### src/rtl/vend_pkg.sv
// Shared types and constants for the vending machine change path.
//   CHG_W        : width of a change request, in nickels
//   NICKEL_CENTS : face value of one dispensed coin
//   disp_state_e : change dispenser FSM states
package vend_pkg;

    localparam int unsigned CHG_W        = 3;
    localparam int unsigned NICKEL_CENTS = 5;

    typedef enum logic [2:0] {
        IDLE,
        PULSE,
        WAIT,
        GAP,
        STARVE,
        JAM
    } disp_state_e;

endpackage

### src/rtl/chg_req_fifo.sv
// Synchronous FIFO holding pending change requests.
// A push while full is accepted only when a pop happens in the same cycle.
// Ports:
//   clk_i, rst_ni : clock, synchronous active-low reset
//   push_i/data_i : write request and data
//   pop_i         : read request; data_o shows the head entry
//   full_o/empty_o: occupancy flags
module chg_req_fifo #(
    parameter int unsigned DEPTH = 4,
    parameter int unsigned WIDTH = 3
) (
    input  logic             clk_i,
    input  logic             rst_ni,
    input  logic             push_i,
    input  logic [WIDTH-1:0] data_i,
    input  logic             pop_i,
    output logic [WIDTH-1:0] data_o,
    output logic             full_o,
    output logic             empty_o
);

    localparam int unsigned AW = $clog2(DEPTH);

    logic [WIDTH-1:0] mem_q [DEPTH];
    // Extra MSB distinguishes full from empty when the indices match.
    logic [AW:0]      wptr_q;
    logic [AW:0]      rptr_q;
    logic             do_push;
    logic             do_pop;

    assign empty_o = (wptr_q == rptr_q);
    assign full_o  = (wptr_q[AW] != rptr_q[AW]) && (wptr_q[AW-1:0] == rptr_q[AW-1:0]);
    assign do_pop  = pop_i && !empty_o;
    assign do_push = push_i && (!full_o || do_pop);
    assign data_o  = mem_q[rptr_q[AW-1:0]];

    always_ff @(posedge clk_i) begin
        if (!rst_ni) begin
            wptr_q <= '0;
            rptr_q <= '0;
        end else begin
            if (do_push) wptr_q <= wptr_q + (AW+1)'(1);
            if (do_pop)  rptr_q <= rptr_q + (AW+1)'(1);
        end
    end

    always_ff @(posedge clk_i) begin
        if (do_push) mem_q[wptr_q[AW-1:0]] <= data_i;
    end

endmodule

### src/rtl/change_dispenser.sv
// Change dispenser: queues change requests from the vend controller and
// ejects nickels one at a time, confirming each with the hopper sensor.
// Missed coins are re-pulsed up to MAX_RETRY times before a jam is latched.
// Ports:
//   soda_i/change_i : vend strobe and nickels owed (pushed when change_i != 0)
//   coin_seen_i     : hopper exit sensor pulse
//   clr_jam_i       : service clear of a latched jam
//   inv_load_i/inv_val_i : load the hopper inventory count
//   eject_o         : solenoid drive
//   busy_o          : request in progress or queued
//   jam_o, empty_o  : jam latched, inventory exhausted
//   drop_o          : request lost because the queue was full
//   inv_cnt_o       : current inventory
// Optional: define CHANGE_DISPENSER_STATS_EN to add disp_total_o and
// retry_total_o saturating event counters.
module change_dispenser
    import vend_pkg::*;
#(
    parameter int unsigned DEPTH          = 4,
    parameter int unsigned PULSE_CYCLES   = 4,
    parameter int unsigned GAP_CYCLES     = 2,
    parameter int unsigned TIMEOUT_CYCLES = 16,
    parameter int unsigned MAX_RETRY      = 2,
    parameter int unsigned INV_W          = 8
) (
    input  logic             clk_i,
    input  logic             rst_ni,
    input  logic             soda_i,
    input  logic [CHG_W-1:0] change_i,
    input  logic             coin_seen_i,
    input  logic             clr_jam_i,
    input  logic             inv_load_i,
    input  logic [INV_W-1:0] inv_val_i,
    output logic             eject_o,
    output logic             busy_o,
    output logic             jam_o,
    output logic             empty_o,
    output logic             drop_o,
`ifdef CHANGE_DISPENSER_STATS_EN
    output logic [15:0]      disp_total_o,
    output logic [15:0]      retry_total_o,
`endif
    output logic [INV_W-1:0] inv_cnt_o
);

    localparam int unsigned MAX_PG  = (PULSE_CYCLES > GAP_CYCLES) ? PULSE_CYCLES : GAP_CYCLES;
    localparam int unsigned MAX_CYC = (TIMEOUT_CYCLES > MAX_PG) ? TIMEOUT_CYCLES : MAX_PG;
    localparam int unsigned CNT_W   = $clog2(MAX_CYC) + 1;
    localparam int unsigned RETRY_W = $clog2(MAX_RETRY + 1) + 1;

    localparam logic [CNT_W-1:0]   PULSE_LAST   = CNT_W'(PULSE_CYCLES - 1);
    localparam logic [CNT_W-1:0]   GAP_LAST     = CNT_W'(GAP_CYCLES - 1);
    localparam logic [CNT_W-1:0]   TIMEOUT_LAST = CNT_W'(TIMEOUT_CYCLES - 1);
    localparam logic [RETRY_W-1:0] RETRY_LIMIT  = RETRY_W'(MAX_RETRY);

    disp_state_e        state_q;
    logic [CHG_W-1:0]   remain_q;
    logic [RETRY_W-1:0] retry_q;
    logic [CNT_W-1:0]   cnt_q;
    logic               eject_q;
    logic               jam_q;
    logic               drop_q;
    logic [INV_W-1:0]   inv_q;
    logic [INV_W-1:0]   inv_d;

    logic               push_req;
    logic               pop;
    logic               coin_ok;
    logic               timeout;
    logic [CHG_W-1:0]   fifo_data;
    logic               fifo_full;
    logic               fifo_empty;

    assign push_req = soda_i && (change_i != '0);
    // Never pop with an empty hopper: the request stays queued until refill.
    assign pop      = (state_q == IDLE) && !fifo_empty && (inv_q != '0);
    assign coin_ok  = (state_q == WAIT) && coin_seen_i;
    assign timeout  = (state_q == WAIT) && !coin_seen_i && (cnt_q == TIMEOUT_LAST);

    chg_req_fifo #(
        .DEPTH (DEPTH),
        .WIDTH (CHG_W)
    ) u_fifo (
        .clk_i   (clk_i),
        .rst_ni  (rst_ni),
        .push_i  (push_req),
        .data_i  (change_i),
        .pop_i   (pop),
        .data_o  (fifo_data),
        .full_o  (fifo_full),
        .empty_o (fifo_empty)
    );

    // A load wins over a same-cycle coin decrement.
    always_comb begin
        inv_d = inv_q;
        if (inv_load_i) begin
            inv_d = inv_val_i;
        end else if (coin_ok && (inv_q != '0)) begin
            inv_d = inv_q - INV_W'(1);
        end
    end

    always_ff @(posedge clk_i) begin
        if (!rst_ni) begin
            state_q  <= IDLE;
            remain_q <= '0;
            retry_q  <= '0;
            cnt_q    <= '0;
            eject_q  <= 1'b0;
            jam_q    <= 1'b0;
            drop_q   <= 1'b0;
            inv_q    <= '0;
        end else begin
            drop_q <= push_req && fifo_full && !pop;
            inv_q  <= inv_d;
            case (state_q)
                IDLE: begin
                    if (!fifo_empty) begin
                        if (inv_q != '0) begin
                            remain_q <= fifo_data;
                            retry_q  <= '0;
                            cnt_q    <= '0;
                            eject_q  <= 1'b1;
                            state_q  <= PULSE;
                        end else begin
                            state_q <= STARVE;
                        end
                    end
                end
                PULSE: begin
                    if (cnt_q == PULSE_LAST) begin
                        cnt_q   <= '0;
                        eject_q <= 1'b0;
                        state_q <= WAIT;
                    end else begin
                        cnt_q <= cnt_q + CNT_W'(1);
                    end
                end
                WAIT: begin
                    if (coin_seen_i) begin
                        remain_q <= remain_q - CHG_W'(1);
                        retry_q  <= '0;
                        cnt_q    <= '0;
                        if (remain_q == CHG_W'(1)) begin
                            state_q <= IDLE;
                        end else if (inv_d == '0) begin
                            state_q <= STARVE;
                        end else begin
                            state_q <= GAP;
                        end
                    end else if (timeout) begin
                        cnt_q <= '0;
                        if (retry_q < RETRY_LIMIT) begin
                            retry_q <= retry_q + RETRY_W'(1);
                            eject_q <= 1'b1;
                            state_q <= PULSE;
                        end else begin
                            jam_q   <= 1'b1;
                            state_q <= JAM;
                        end
                    end else begin
                        cnt_q <= cnt_q + CNT_W'(1);
                    end
                end
                GAP: begin
                    if (cnt_q == GAP_LAST) begin
                        cnt_q   <= '0;
                        eject_q <= 1'b1;
                        state_q <= PULSE;
                    end else begin
                        cnt_q <= cnt_q + CNT_W'(1);
                    end
                end
                STARVE: begin
                    if (inv_load_i && (inv_val_i != '0)) begin
                        cnt_q   <= '0;
                        state_q <= (remain_q != '0) ? GAP : IDLE;
                    end
                end
                JAM: begin
                    // remain_q is kept so the interrupted request resumes.
                    if (clr_jam_i) begin
                        jam_q   <= 1'b0;
                        retry_q <= '0;
                        cnt_q   <= '0;
                        state_q <= GAP;
                    end
                end
                default: begin
                    state_q <= IDLE;
                end
            endcase
        end
    end

    assign eject_o   = eject_q;
    assign jam_o     = jam_q;
    assign drop_o    = drop_q;
    assign inv_cnt_o = inv_q;
    assign empty_o   = (inv_q == '0);
    assign busy_o    = (state_q != IDLE) || !fifo_empty;

`ifdef CHANGE_DISPENSER_STATS_EN
    logic [15:0] disp_total_q;
    logic [15:0] retry_total_q;

    always_ff @(posedge clk_i) begin
        if (!rst_ni) begin
            disp_total_q  <= '0;
            retry_total_q <= '0;
        end else begin
            if (coin_ok && (disp_total_q != 16'hFFFF)) begin
                disp_total_q <= disp_total_q + 16'd1;
            end
            if (timeout && (retry_total_q != 16'hFFFF)) begin
                retry_total_q <= retry_total_q + 16'd1;
            end
        end
    end

    assign disp_total_o  = disp_total_q;
    assign retry_total_o = retry_total_q;
`endif

endmodule

### config.mk
export PLATFORM = sky130hd
export DESIGN_NAME = change_dispenser
export DESIGN_NICKNAME = d
export VERILOG_FILES = /design/src/rtl/vend_pkg.sv /design/src/rtl/chg_req_fifo.sv /design/src/rtl/change_dispenser.sv
export SDC_FILE = /design/constraint.sdc
export NUM_CORES = 1
export LEC_CHECK = 0
export CORE_MARGIN = 2
export CORE_UTILIZATION = 55
export CTS_CLUSTER_DIAMETER = 60
export DETAILED_ROUTE_END_ITERATION = 12
export PLACE_DENSITY_LB_ADDON = 0.2
export SLEW_MARGIN = 20
export SYNTH_ARGS = -nofsm -noshare
export SYNTH_HDL_FRONTEND = slang
export SYNTH_SLANG_ARGS = --single-unit
### constraint.sdc
create_clock -name clk_i -period 3 [get_ports clk_i]
set_input_delay 0.3 -clock clk_i [delete_from_list [all_inputs] [get_ports clk_i]]
set_output_delay 0.3 -clock clk_i [all_outputs]
set_load 0.03 [all_outputs]
# ---- Yosys cells after proc, flatten, opt, wreduce, memory -nomap -nowiden
# Memories as Yosys holds them, arrays and structs flattened. A register that Yosys moved wholly into a read port is not among the register bits.
# Index checks and enable logic that the tools add are counted.
dict set report classes {
  add_sub_neg 6
  n_lt_le_gt_ge 1
  n_eq_ne 25
  mux 52
  reduce_logical 38
}
# op count
set op_table {}
lappend op_table {{$mux 3} 20}
lappend op_table {{$mux 5} 8}
lappend op_table {{$pmux 5 s6} 1}
lappend op_table {{$ne 2x2->1 const B} 9}
lappend op_table {{$pmux 3 s6} 1}
lappend op_table {{$logic_not 8->1} 2}
lappend op_table {{$mux 8} 2}
lappend op_table {{$reduce_bool 8->1} 2}
lappend op_table {{$logic_and 1x1->1} 13}
lappend op_table {{$mux 1} 13}
lappend op_table {{$reduce_and 6->1} 2}
lappend op_table {{$reduce_bool 3->1} 4}
lappend op_table {{$reduce_and 5->1} 2}
lappend op_table {{$add 3x1->3 const B} 3}
lappend op_table {{$pmux 3 s3} 1}
lappend op_table {{$reduce_and 8->1} 1}
lappend op_table {{$sub 8x1->8 const B} 1}
lappend op_table {{$eq 3x1->1 const B} 2}
lappend op_table {{$eq 3x2->1 const B} 2}
lappend op_table {{$eq 3x3->1 const B} 2}
lappend op_table {{$mux 2} 3}
lappend op_table {{$pmux 3 s2} 1}
lappend op_table {{$reduce_bool 6->1} 1}
lappend op_table {{$add 5x1->5 const B} 1}
lappend op_table {{19 further kinds} 25}
dict set report totals {
  ff_bits 31
  ramBits 12
  inputBits 17
  output_inout_bits 13
  wordCells 133
  memories 1
}
# memory words width read_ports rd_clocked_by_memory_dff wr line
set memory_table {}
lappend memory_table {u_fifo.mem_q 4 3 1 1 1 chg_req_fifo.sv:24} ;# logic [WIDTH-1:0] mem_q [DEPTH];

# ---- Logic depth before layout (Yosys ltp)
# Gate-level depths: netlist of run 1.
dict set report logic_depth {
  depth_word 10
  depth_mapped 8
}

# ---- Cells and area by module
# Synthesis of run 1 repeated with hierarchy kept, for this count alone.
dict set report hier_totals {
  hier_cells 291
  hier_area_um2 2688.8
}
# module n_inst cells_each area_each_um2 seq_area_each_um2
set by_module_without_submodules {}
lappend by_module_without_submodules {change_dispenser 1 222 1746.7 500.5}
lappend by_module_without_submodules {chg_req_fifo 1 69 942.2 520.5}

# ---- Worst setup path after synthesis of run 1
# OpenSTA, ideal clock, no wires.
dict set report synth_path {
  kind {register to register}
  from {reg inv_q[0], in the netlist inv_cnt_o[0]}
  to {reg state_q[1]}
  setup_ns 0.117
  arrival_ns 2.388
  t_required_ns 2.883
  path_slack_ns 0.494
  stages_incl_launch_ff 9
  path_buffers 0
  cell_sequence {dfxtp_1 inv_1 ha_1 or3b_1 nor2_4 o21ai_1 a2111oi_2 nand4_1 a32o_1}
}
dict set report synth_between {
  elab_chain_len 9
  elab_cells_between_ends 10
  classes_between {add/sub: 1; mux: 6; reduce/logical: 3}
}
# item line
set synth_rtl {}
lappend synth_rtl {{from (decl)} change_dispenser.sv:63} ;# logic [INV_W-1:0] inv_q;
lappend synth_rtl {{from (signal assigned)} change_dispenser.sv:116} ;# inv_q <= inv_d;
lappend synth_rtl {{parallel branches: the longest is 2 deep, another holds $sub 8x1->8} n/a}
lappend synth_rtl {{$mux 8 *} change_dispenser.sv:99} ;# end else if (coin_ok && (inv_q != '0)) begin
lappend synth_rtl {{$mux 8 *} change_dispenser.sv:97} ;# if (inv_load_i) begin
lappend synth_rtl {{$logic_not 8->1 *} change_dispenser.sv:147} ;# end else if (inv_d == '0) begin
lappend synth_rtl {{$mux 3 *} change_dispenser.sv:147}
lappend synth_rtl {{$mux 3 *} change_dispenser.sv:145} ;# if (remain_q == CHG_W'(1)) begin
lappend synth_rtl {{$mux 3 *} change_dispenser.sv:141} ;# if (coin_seen_i) begin
lappend synth_rtl {{$pmux 3 s6 *} change_dispenser.sv:117} ;# case (state_q)
lappend synth_rtl {{to (signal assigned)} change_dispenser.sv:178} ;# state_q <= (remain_q != '0) ? GAP : IDLE;
lappend synth_rtl {{to (decl)} change_dispenser.sv:56} ;# disp_state_e state_q;
# Mark *: on every way between the ends.
# A chain may end at the register's enable or synchronous reset.

# ---- Worst setup path in the final report of run 1
dict set report layout_path {
  from {reg inv_q[0], in the netlist inv_cnt_o[0]}
  to {out empty_o}
}
dict set report layout_between {
  elab_chain_len 1
}
# item line
set layout_rtl {}
lappend layout_rtl {{$logic_not 8->1} change_dispenser.sv:201} ;# assign empty_o = (inv_q == '0);
lappend layout_rtl {{to (decl)} change_dispenser.sv:37} ;# output logic empty_o,
# No other way between the ends.

==> report_table.html, run 1 <==
<table>
<tr><th>Metric</th><th>Value</th></tr>
<tr><th colspan="2">Clocking</th></tr>
<tr><td>Clock tree from TritonCTS</td><td>yes</td></tr>
<tr><td>Bufs on Longest Clock Path</td><td>2</td></tr>
<tr><td>CTS root buf</td><td>sky130_fd_sc_hd__clkbuf_8</td></tr>
<tr><td>Hold bufs inserted after CTS</td><td>0</td></tr>
<tr><td>H-Tree Level Count</td><td>2</td></tr>
<tr><td>Clock-pin slew on the worst setup and hold paths</td><td>0.09 ns</td></tr>
<tr><td>Clock Latency Late Sink</td><td>0.31 ns</td></tr>
<tr><td>Cts repair resizes</td><td>0</td></tr>
<tr><td>Clock net sink count</td><td>45</td></tr>
<tr><td>Inserted Clock Buffers</td><td>5</td></tr>
<tr><td>Post-CTS setup buffers</td><td>0</td></tr>
<tr><th colspan="2">Timing</th></tr>
<tr><td>Fin worst setup slack</td><td>0.1702 ns</td></tr>
<tr><td>Fin. Hold Viols</td><td>0</td></tr>
<tr><td>Setup TNS</td><td>0 ns</td></tr>
<tr><td>Final Slew Violations</td><td>0</td></tr>
<tr><td>Fin crit period</td><td>2.830 ns</td></tr>
<tr><td>Relative max-transition margin</td><td>56.82%</td></tr>
<tr><td>Final setup viols</td><td>0</td></tr>
<tr><td>Layout Skew</td><td>0.005735 ns</td></tr>
<tr><td>RSZ-0062 raised after global routing</td><td>false</td></tr>
<tr><td>Slew at the pin with the worst max-slew slack</td><td>0.6464 ns</td></tr>
<tr><td>Final worst path period share</td><td>94.33%</td></tr>
<tr><td>Peak clock frequency supported by timing</td><td>353.4 MHz</td></tr>
<tr><th colspan="2">Die</th></tr>
<tr><td>Core outline area</td><td>4414 sq um</td></tr>
<tr><td>Boundary Pins</td><td>30</td></tr>
<tr><td>Initial standard-cell utilization of the core</td><td>57.62%</td></tr>
<tr><td>Number of standard-cell rows in the floorplan</td><td>24</td></tr>
<tr><td>Horizontal die dimension</td><td>72.01 microns</td></tr>
<tr><td>Vertical die dimension</td><td>72.01 microns</td></tr>
<tr><td>Total Die Area</td><td>5185 sq um</td></tr>
<tr><th colspan="2">Placed design</th></tr>
<tr><td>Detailed-placement wirelength estimate</td><td>4105 microns</td></tr>
<tr><td>Placed cell count</td><td>347</td></tr>
<tr><td>Placement Setup Slack</td><td>0.4015 ns</td></tr>
<tr><td>Port Buf Inserts</td><td>29</td></tr>
<tr><td>Gpl congestion</td><td>1.015</td></tr>
<tr><th colspan="2">Setup path</th></tr>
<tr><td>Crit path cell chain</td><td>inv_1 -&gt; ha_1 -&gt; or3b_1 -&gt; nor2_4 -&gt; clkdlybuf4s50_1</td></tr>
<tr><td>Element type at the critical path start</td><td>register</td></tr>
<tr><td>Maximum single-stage delay on the critical path</td><td>0.72 ns</td></tr>
<tr><td>Sort of element at the end of the critical path</td><td>output port</td></tr>
<tr><td>Cell count along the critical path</td><td>5</td></tr>
<tr><td>Crit-path slowest cell</td><td>sky130_fd_sc_hd__clkdlybuf4s50_1</td></tr>
<tr><td>Worst Reg2Reg Path Length in Cells</td><td>8</td></tr>
<tr><td>CP bufs+invs</td><td>2</td></tr>
<tr><td>Critical path class</td><td>reg -&gt; out</td></tr>
<tr><td>Dominant delay contributor by cell family on the critical path</td><td>buffers and inverters</td></tr>
<tr><td>Required time at the endpoint of the critical path</td><td>2.70 ns</td></tr>
<tr><td>Critical path arrival</td><td>2.53 ns</td></tr>
<tr><td>Maximum fanout encountered on the critical timing path</td><td>8</td></tr>
<tr><th colspan="2">Drt</th></tr>
<tr><td>Highest layer used for signal routing</td><td>met4</td></tr>
<tr><td>Met3 routed WL</td><td>423 microns</td></tr>
<tr><td>Met1 WL</td><td>2671 microns</td></tr>
<tr><td>Residual DRC</td><td>0</td></tr>
<tr><td>Count of nets left with antenna violations after detail routing</td><td>0</td></tr>
<tr><td>Routed length on met2</td><td>2517 microns</td></tr>
<tr><td>Total Routed Length</td><td>5752 microns</td></tr>
<tr><td>Number of design-rule violations left by the first detailed-router iteration</td><td>228</td></tr>
<tr><td>Detailed-router iteration count before antenna repair</td><td>5</td></tr>
<tr><td>Overall via count from detail_route</td><td>2232</td></tr>
<tr><td>Via density per instance</td><td>6.287</td></tr>
<tr><td>Wire length per cell after detailed routing</td><td>16.20 microns</td></tr>
<tr><th colspan="2">Min path</th></tr>
<tr><td>Worst hold path class</td><td>reg -&gt; reg</td></tr>
<tr><td>Count of cells along the worst hold path</td><td>2</td></tr>
<tr><th colspan="2">Cells and area</th></tr>
<tr><td>Share of layout cells above drive strength 1</td><td>9.241%</td></tr>
<tr><td>Antenna fix cells</td><td>0</td></tr>
<tr><td>Non-filler instance count after layout</td><td>355</td></tr>
<tr><td>Area grow syn2layout</td><td>17.61%</td></tr>
<tr><td>Count of nets after finishing</td><td>332</td></tr>
<tr><th colspan="2">Synth</th></tr>
<tr><td>Synthesized area</td><td>2544 sq um</td></tr>
<tr><td>Ys flop type</td><td>sky130_fd_sc_hd__dfxtp_1</td></tr>
<tr><td>Synth area leader</td><td>sky130_fd_sc_hd__dfxtp_1</td></tr>
<tr><td>Synthesis warning total</td><td>0</td></tr>
<tr><td>Netlist cell types</td><td>61</td></tr>
<tr><td>Flip-flop and latch count after synthesis</td><td>45</td></tr>
<tr><td>Most area-consuming cells after synthesis</td><td>sky130_fd_sc_hd__dfxtp_1 (26%), sky130_fd_sc_hd__edfxtp_1 (14%), sky130_fd_sc_hd__ha_1 (6.4%), sky130_fd_sc_hd__nor2_1 (5.2%), sky130_fd_sc_hd__a21oi_1 (3.9%)</td></tr>
<tr><td>Synthesized netlist cell count</td><td>274</td></tr>
<tr><td>Mean instance size in the synthesized netlist</td><td>9.284 sq um</td></tr>
<tr><td>Sequential cell area fraction in the yosys report</td><td>40.14%</td></tr>
<tr><td>Ys async rst share</td><td>0%</td></tr>
<tr><td>Post-Syn Nets</td><td>304</td></tr>
<tr><td>Most repeated cell in the gate-level netlist after synthesis</td><td>sky130_fd_sc_hd__nor2_1</td></tr>
<tr><td>Ranking of synthesized cells by instance count</td><td>sky130_fd_sc_hd__nor2_1 (35), sky130_fd_sc_hd__dfxtp_1 (33), sky130_fd_sc_hd__a21oi_1 (20), sky130_fd_sc_hd__nand2_1 (14), sky130_fd_sc_hd__o21ai_0 (14)</td></tr>
<tr><td>Area fraction of the dominant cell type after synthesis</td><td>25.97%</td></tr>
<tr><td>Number of synthesized flops with an enable pin</td><td>12</td></tr>
<tr><th colspan="2">GRT</th></tr>
<tr><td>Global-route wire length before repair</td><td>9459 microns</td></tr>
<tr><td>Overall Global Routing Usage</td><td>23.50%</td></tr>
<tr><td>Number of antenna violations at the first check in global routing</td><td>0</td></tr>
<tr><td>Number of global-route vias before repair</td><td>2036</td></tr>
<tr><td>Largest net degree at the start of global routing</td><td>21</td></tr>
<tr><td>GRT Residual Overflow</td><td>0</td></tr>
<tr><th colspan="2">Pwr</th></tr>
<tr><td>Cell leakage power</td><td>1.122 nW</td></tr>
<tr><td>Maximum ir drop on the vdd rail</td><td>0.4342 mV</td></tr>
<tr><td>Power density over cell area</td><td>719.7 nW/um^2</td></tr>
<tr><th colspan="2">Run status</th></tr>
<tr><td>Status</td><td>completed</td></tr>
<tr><th colspan="2">Run</th></tr>
<tr><td>Number of violations of the max-capacitance limit</td><td>0</td></tr>
</table>
tightest hold or removal path: cells and delay by family (launching register included):
kind,cells,cell delay [ns]
DFF,1,0.33
and+or+nand+nor,1,0.07
AOI/OAI and AO/OA,1,0.05
worst paths after layout:
check / from / end / slack, ns
max reg2reg: inv_cnt_o[0] / state_q[1] / 0.47
min: retry_q[1] / retry_q[1] / 0.49
min reg2reg: retry_q[1] / retry_q[1] / 0.49
max: inv_cnt_o[0] / empty_o / 0.17
area by class of cell:
type / count / area, sq um
sequential: 45 / 1021
fill: 353 / 1423
multi-input combinational: 204 / 1420
tap: 52 / 65.06
clock inverter: 3 / 47.55
clock buffer: 5 / 68.82
inverter: 13 / 48.80
timing repair buffer: 33 / 320.3
power by group:
| group | leakage [nW] | switching, mW | internal [mW] | total (mW) |
|---|---|---|---|---|
| Sequential | 0.380 | 0.0919 | 0.704 | 0.796 |
| Combinational | 0.682 | 0.506 | 0.372 | 0.877 |
| Clock | 0.0591 | 0.226 | 0.254 | 0.480 |
layer usage:
metal / track usage (%) / up-vias
li1: - / 1063
met1: 32.41 / 1036
met2: 36.63 / 116
met3: 4.444 / 17
met4: 9.434 / 0
met5: 0 / -
through the flow:
step | total power [mW] | util, % | instance area [sq um] | hold slack [ns]
2_1_floorplan | 1.424 | - | 2544 | 0.3989
3_3_place_gp | 1.650 | 65.14 | 2875 | 0.4747
3_5_place_dp | 1.665 | 65.14 | 2875 | 0.4825
4_1_cts | 2.149 | 67.77 | 2992 | 0.5013
5_1_grt | 2.293 | 67.77 | 2992 | 0.5249
6_report | 2.153 | 67.77 | 2992 | 0.4934
cells in the final DEF (no fill, tap or decap), types with 4 or more instances in the layout:
cell / netlist / layout
sky130_fd_sc_hd__clkbuf_8: 0 / 5
sky130_fd_sc_hd__edfxtp_1: 12 / 12
sky130_fd_sc_hd__dfxtp_1: 33 / 33
sky130_fd_sc_hd__nor3_1: 6 / 6
sky130_fd_sc_hd__nand3_1: 4 / 4
sky130_fd_sc_hd__buf_4: 0 / 4
sky130_fd_sc_hd__xnor2_1: 8 / 8
sky130_fd_sc_hd__inv_1: 13 / 13
sky130_fd_sc_hd__nand2_1: 14 / 14
sky130_fd_sc_hd__clkdlybuf4s50_1: 0 / 29
sky130_fd_sc_hd__o31ai_1: 4 / 4
sky130_fd_sc_hd__nand2b_1: 6 / 6
sky130_fd_sc_hd__and3_1: 4 / 4
sky130_fd_sc_hd__and2_1: 5 / 5
sky130_fd_sc_hd__ha_1: 13 / 13
sky130_fd_sc_hd__nor2_1: 35 / 35
sky130_fd_sc_hd__o21ai_0: 14 / 14
sky130_fd_sc_hd__a21oi_1: 20 / 20
flip-flops by register name (all words and copies together) (netlist names), named ones only:
signal         cells
cnt_q              5
drop_o             1
eject_o            1
inv_cnt_o          8
jam_o              1
remain_q           3
retry_q            3
state_q            3
u_fifo.mem_q      12
u_fifo.rptr_q      3
u_fifo.wptr_q      3
cells by family (layout without fill, tap and decap cells):
| group | after synthesis | count (layout) | synth area share, % |
|---|---|---|---|
| AOI/OAI and AO/OA | 75 | 75 | 21.30 |
| xor gates and xnor gates | 9 | 9 | 3.099 |
| adders and majority gates | 13 | 13 | 6.395 |
| buffers and inverters | 25 | 54 | 4.034 |
| DFF | 45 | 45 | 40.14 |
| muxes | 6 | 6 | 3.837 |
| and+or+nand+nor | 101 | 101 | 21.20 |
(Power assumes the default switching activity.)
==> inputs of run 2 (changes only) <==
CORE_ASPECT_RATIO = 1.1   (was unset)
SYNTH_HIERARCHICAL = 1   (was unset)
clock period = 3.2 ns   (was 3 ns; I/O delays follow)
==> run 2 against run 1 <==
Net effect: sequential power shrank 6.8%; clock skew grew 0.0031 ns; largest power group unchanged; total power shrank 9.3%; synthesized area grew 5.7%; critical path type unchanged.
==> report_table.html, run 2 <==
<table>
<tr><th>Metric</th><th>Value</th></tr>
<tr><th colspan="2">Timing</th></tr>
<tr><td>Setup TNS</td><td>0 ns (unchanged)</td></tr>
<tr><td>Relative max-transition margin</td><td>51.09% (-5.7 points)</td></tr>
<tr><td>RSZ-0062 raised after global routing</td><td>false</td></tr>
<tr><td>Worst hold slack</td><td>0.4843 ns (-0.009100 ns)</td></tr>
<tr><td>Final setup viols</td><td>0 (unchanged)</td></tr>
<tr><td>Fin. Hold Viols</td><td>0 (unchanged)</td></tr>
<tr><td>Final Slew Violations</td><td>0 (unchanged)</td></tr>
<tr><td>Peak clock frequency supported by timing</td><td>353.9 MHz</td></tr>
<tr><td>Layout Skew</td><td>0.008856 ns (+0.003121 ns)</td></tr>
<tr><td>Slew at the pin with the worst max-slew slack</td><td>0.7337 ns (+0.08734 ns)</td></tr>
<tr><td>Final worst path period share</td><td>88.30%</td></tr>
<tr><td>Fin crit period</td><td>2.825 ns</td></tr>
<tr><th colspan="2">Drt</th></tr>
<tr><td>Total Routed Length</td><td>5987 microns (+4.1%)</td></tr>
<tr><td>Detailed-router iteration count before antenna repair</td><td>4 (-1)</td></tr>
<tr><td>Overall via count from detail_route</td><td>2253 (+0.94%)</td></tr>
<tr><td>Via density per instance</td><td>5.960 (-5.2%)</td></tr>
<tr><td>Residual DRC</td><td>0 (unchanged)</td></tr>
<tr><td>Wire length per cell after detailed routing</td><td>15.84 microns (-2.2%)</td></tr>
<tr><td>Count of nets left with antenna violations after detail routing</td><td>0 (unchanged)</td></tr>
<tr><td>Number of design-rule violations left by the first detailed-router iteration</td><td>117 (-49%)</td></tr>
<tr><th colspan="2">Synth</th></tr>
<tr><td>Ranking of synthesized cells by instance count</td><td>sky130_fd_sc_hd__dfxtp_1 (33), sky130_fd_sc_hd__nand2_1 (28), sky130_fd_sc_hd__nor2_1 (23), sky130_fd_sc_hd__inv_1 (17), sky130_fd_sc_hd__a21oi_1 (16)</td></tr>
<tr><td>Synthesized netlist cell count</td><td>291 (+6.2%)</td></tr>
<tr><td>Most repeated cell in the gate-level netlist after synthesis</td><td>sky130_fd_sc_hd__dfxtp_1</td></tr>
<tr><td>Sequential cell area fraction in the yosys report</td><td>37.97% (-2.2 points)</td></tr>
<tr><td>Synthesized area</td><td>2689 sq um (+5.7%)</td></tr>
<tr><td>Post-Syn Nets</td><td>321 (+5.6%)</td></tr>
<tr><td>Ys async rst share</td><td>0% (unchanged)</td></tr>
<tr><td>Ys flop type</td><td>sky130_fd_sc_hd__dfxtp_1</td></tr>
<tr><td>Netlist cell types</td><td>67 (+9.8%)</td></tr>
<tr><td>Most area-consuming cells after synthesis</td><td>sky130_fd_sc_hd__dfxtp_1 (25%), sky130_fd_sc_hd__edfxtp_1 (13%), sky130_fd_sc_hd__ha_1 (6.0%), sky130_fd_sc_hd__nand2_1 (3.9%), sky130_fd_sc_hd__nor2_1 (3.2%)</td></tr>
<tr><td>Area fraction of the dominant cell type after synthesis</td><td>24.57% (-1.4 points)</td></tr>
<tr><td>Flip-flop and latch count after synthesis</td><td>45 (unchanged)</td></tr>
<tr><td>Synth area leader</td><td>sky130_fd_sc_hd__dfxtp_1</td></tr>
<tr><td>Synthesis warning total</td><td>6 (+6)</td></tr>
<tr><td>Number of synthesized flops with an enable pin</td><td>12 (unchanged)</td></tr>
<tr><td>Mean instance size in the synthesized netlist</td><td>9.240 sq um (-0.47%)</td></tr>
<tr><th colspan="2">Die</th></tr>
<tr><td>Horizontal die dimension</td><td>70.67 microns (-1.9%)</td></tr>
<tr><td>Vertical die dimension</td><td>77.33 microns (+7.4%)</td></tr>
<tr><td>Total Die Area</td><td>5465 sq um (+5.4%)</td></tr>
<tr><td>Number of standard-cell rows in the floorplan</td><td>26 (+8.3%)</td></tr>
<tr><td>Core outline area</td><td>4684 sq um (+6.1%)</td></tr>
<tr><td>Initial standard-cell utilization of the core</td><td>57.40% (-0.23 points)</td></tr>
<tr><td>Boundary Pins</td><td>30 (unchanged)</td></tr>
<tr><th colspan="2">Cells and area</th></tr>
<tr><td>Final standard cell utilization of the core</td><td>66.85% (-0.92 points)</td></tr>
<tr><td>Total area of sequential cells</td><td>1021 sq um (unchanged)</td></tr>
<tr><td>Most frequent cells in the layout</td><td>sky130_fd_sc_hd__dfxtp_1 (33), sky130_fd_sc_hd__clkdlybuf4s50_1 (29), sky130_fd_sc_hd__nand2_1 (28), sky130_fd_sc_hd__nor2_1 (23), sky130_fd_sc_hd__inv_1 (17)</td></tr>
<tr><td>Area grow syn2layout</td><td>16.47%</td></tr>
<tr><td>Post-route cell area</td><td>3132 sq um (+4.7%)</td></tr>
<tr><td>Count of nets after finishing</td><td>351 (+5.7%)</td></tr>
<tr><td>Most common library cell in the layout ignoring fill and taps</td><td>sky130_fd_sc_hd__dfxtp_1</td></tr>
<tr><td>Max reg flops</td><td>12 (unchanged)</td></tr>
<tr><td>Fillcell total</td><td>405 (+15%)</td></tr>
<tr><td>Combined area of the multi-input logic cells</td><td>1555 sq um (+9.5%)</td></tr>
<tr><td>Share of layout cells above drive strength 1</td><td>9.627% (+0.39 points)</td></tr>
<tr><td>Antenna fix cells</td><td>0 (unchanged)</td></tr>
<tr><th colspan="2">Clocking</th></tr>
<tr><td>Cts repair resizes</td><td>0 (unchanged)</td></tr>
<tr><td>Clock tree from TritonCTS</td><td>yes</td></tr>
<tr><td>CTS root buf</td><td>sky130_fd_sc_hd__clkbuf_8</td></tr>
<tr><td>Inserted Clock Buffers</td><td>5 (unchanged)</td></tr>
<tr><td>Post-CTS setup buffers</td><td>0 (unchanged)</td></tr>
<tr><td>Hold bufs inserted after CTS</td><td>0 (unchanged)</td></tr>
<tr><td>Clock-pin slew on the worst setup and hold paths</td><td>0.10 ns (about the same)</td></tr>
<tr><td>Clock Latency Late Sink</td><td>0.31 ns (about the same)</td></tr>
<tr><td>Clock net sink count</td><td>45 (unchanged)</td></tr>
<tr><td>Bufs on Longest Clock Path</td><td>2 (unchanged)</td></tr>
<tr><td>H-Tree Level Count</td><td>2 (unchanged)</td></tr>
<tr><th colspan="2">Placed design</th></tr>
<tr><td>Detailed-placement wirelength estimate</td><td>4383 microns (+6.8%)</td></tr>
<tr><td>Gpl congestion</td><td>0.8691 (-14%)</td></tr>
<tr><td>Instance area after placement</td><td>3038 sq um (+5.7%)</td></tr>
<tr><td>Port Buf Inserts</td><td>29 (unchanged)</td></tr>
<tr><th colspan="2">Pwr</th></tr>
<tr><td>Power density over cell area</td><td>623.3 nW/um^2 (-13%)</td></tr>
<tr><td>Share of power burned in combinational logic</td><td>42.8% (+2.1 points)</td></tr>
<tr><td>Share of total power in the clock network</td><td>19.1% (-3.2 points)</td></tr>
<tr><td>Switch share</td><td>40.79% (+2.5 points)</td></tr>
<tr><td>Internal</td><td>1.156 mW (-13%)</td></tr>
<tr><td>Psw</td><td>796.2 uW (-3.3%)</td></tr>
<tr><td>Maximum ir drop on the vdd rail</td><td>0.6287 mV (+45%)</td></tr>
<tr><td>Cell leakage power</td><td>1.104 nW (-1.6%)</td></tr>
<tr><td>Part of the total power dissipated in sequential elements</td><td>38.0% (+1.0 points)</td></tr>
<tr><th colspan="2">GRT</th></tr>
<tr><td>Global-route wire length before repair</td><td>9991 microns (+5.6%)</td></tr>
<tr><td>GRT Residual Overflow</td><td>0 (unchanged)</td></tr>
<tr><td>Number of global-route vias before repair</td><td>2134 (+4.8%)</td></tr>
<tr><td>Overall Global Routing Usage</td><td>22.69% (-0.81 points)</td></tr>
<tr><td>Largest net degree at the start of global routing</td><td>27 (+29%)</td></tr>
<tr><td>Number of antenna violations at the first check in global routing</td><td>0 (unchanged)</td></tr>
<tr><th colspan="2">Min path</th></tr>
<tr><td>Worst hold path class</td><td>reg -&gt; reg</td></tr>
<tr><th colspan="2">Setup path</th></tr>
<tr><td>Sort of element at the end of the critical path</td><td>output port</td></tr>
<tr><td>Critical path class</td><td>reg -&gt; out</td></tr>
<tr><td>Element type at the critical path start</td><td>register</td></tr>
<tr><td>Maximum fanout encountered on the critical timing path</td><td>6 (-2)</td></tr>
<tr><td>Critical path arrival</td><td>2.51 ns (-0.02 ns)</td></tr>
<tr><td>Required time at the endpoint of the critical path</td><td>2.88 ns (+0.18 ns)</td></tr>
<tr><th colspan="2">Run</th></tr>
<tr><td>Number of violations of the max-capacitance limit</td><td>0 (unchanged)</td></tr>
<tr><th colspan="2">Run status</th></tr>
<tr><td>Status</td><td>completed</td></tr>
</table>
run 2: cell type report:
| cell class | instances | area share (%) |
|---|---|---|
| repair buffers | 33 | 10.23 |
| multi-input cells | 217 | 49.66 |
| flip-flops and latches | 45 | 32.60 |
| clock inverters | 3 | 0.7990 |
| inverters | 19 | 2.277 |
| clock buffers | 5 | 2.197 |
| well taps | 56 | 2.237 |
run 2: final timing paths:
kind	startpoint	to	slack, ns	depth (start not counted)
max	inv_cnt_o[1]	empty_o	0.37	5
min	retry_q[0]	retry_q[0]	0.48	2
max reg2reg	inv_cnt_o[1]	state_q[0]	0.47	8
min reg2reg	retry_q[0]	retry_q[0]	0.48	2
run 2: per-layer routing:
layer | track usage, % | vias to the layer above | routed length [microns]
li1 | - | 1129 | -
met1 | 30.05 | 1044 | 2796
met2 | 37.26 | 71 | 2756
met3 | 3.766 | 9 | 330
met4 | 8.491 | 0 | 103
met5 | 0 | - | 0
run 2: critical path, cell delays in order (launching register included):
cell	delay (ns)
sky130_fd_sc_hd__dfxtp_1	0.34
sky130_fd_sc_hd__inv_1	0.08
sky130_fd_sc_hd__ha_1	0.20
sky130_fd_sc_hd__or4b_1	0.54
sky130_fd_sc_hd__nor2_2	0.30
sky130_fd_sc_hd__clkdlybuf4s50_1	0.73
run 2: metrics by stage:
| step | cells | worst slack [ns] | power, mW |
|---|---|---|---|
| 3_3_place_gp | 370 | 0.4807 | 1.559 |
| 5_1_grt | 378 | 0.3066 | 2.076 |
| 3_5_place_dp | 370 | 0.3607 | 1.575 |
| 6_report | 378 | 0.3745 | 1.952 |
| 4_1_cts | 378 | 0.4063 | 1.959 |
| 2_1_floorplan | 291 | 0.5103 | 1.348 |
run 2: power groups by stage:
stage | combinational [mW] | clock (mW) | sequential [mW]
2_1_floorplan | 0.596 | 0 | 0.752
3_3_place_gp | 0.808 | 0 | 0.751
3_5_place_dp | 0.824 | 0 | 0.752
4_1_cts | 0.835 | 0.385 | 0.740
5_1_grt | 0.918 | 0.404 | 0.754
6_report | 0.836 | 0.373 | 0.742
run 2: logic make-up (layout without fill, tap and decap cells):
| group | count (synthesis) | after routing | synth area share (%) |
|---|---|---|---|
| fa+ha+maj | 13 | 13 | 6.049 |
| simple gates | 119 | 119 | 23.92 |
| buf+inv | 29 | 60 | 4.188 |
| flops | 45 | 45 | 37.97 |
| compound gates | 66 | 66 | 18.85 |
| xor+xnor | 7 | 7 | 3.118 |
| mux | 12 | 12 | 5.910 |
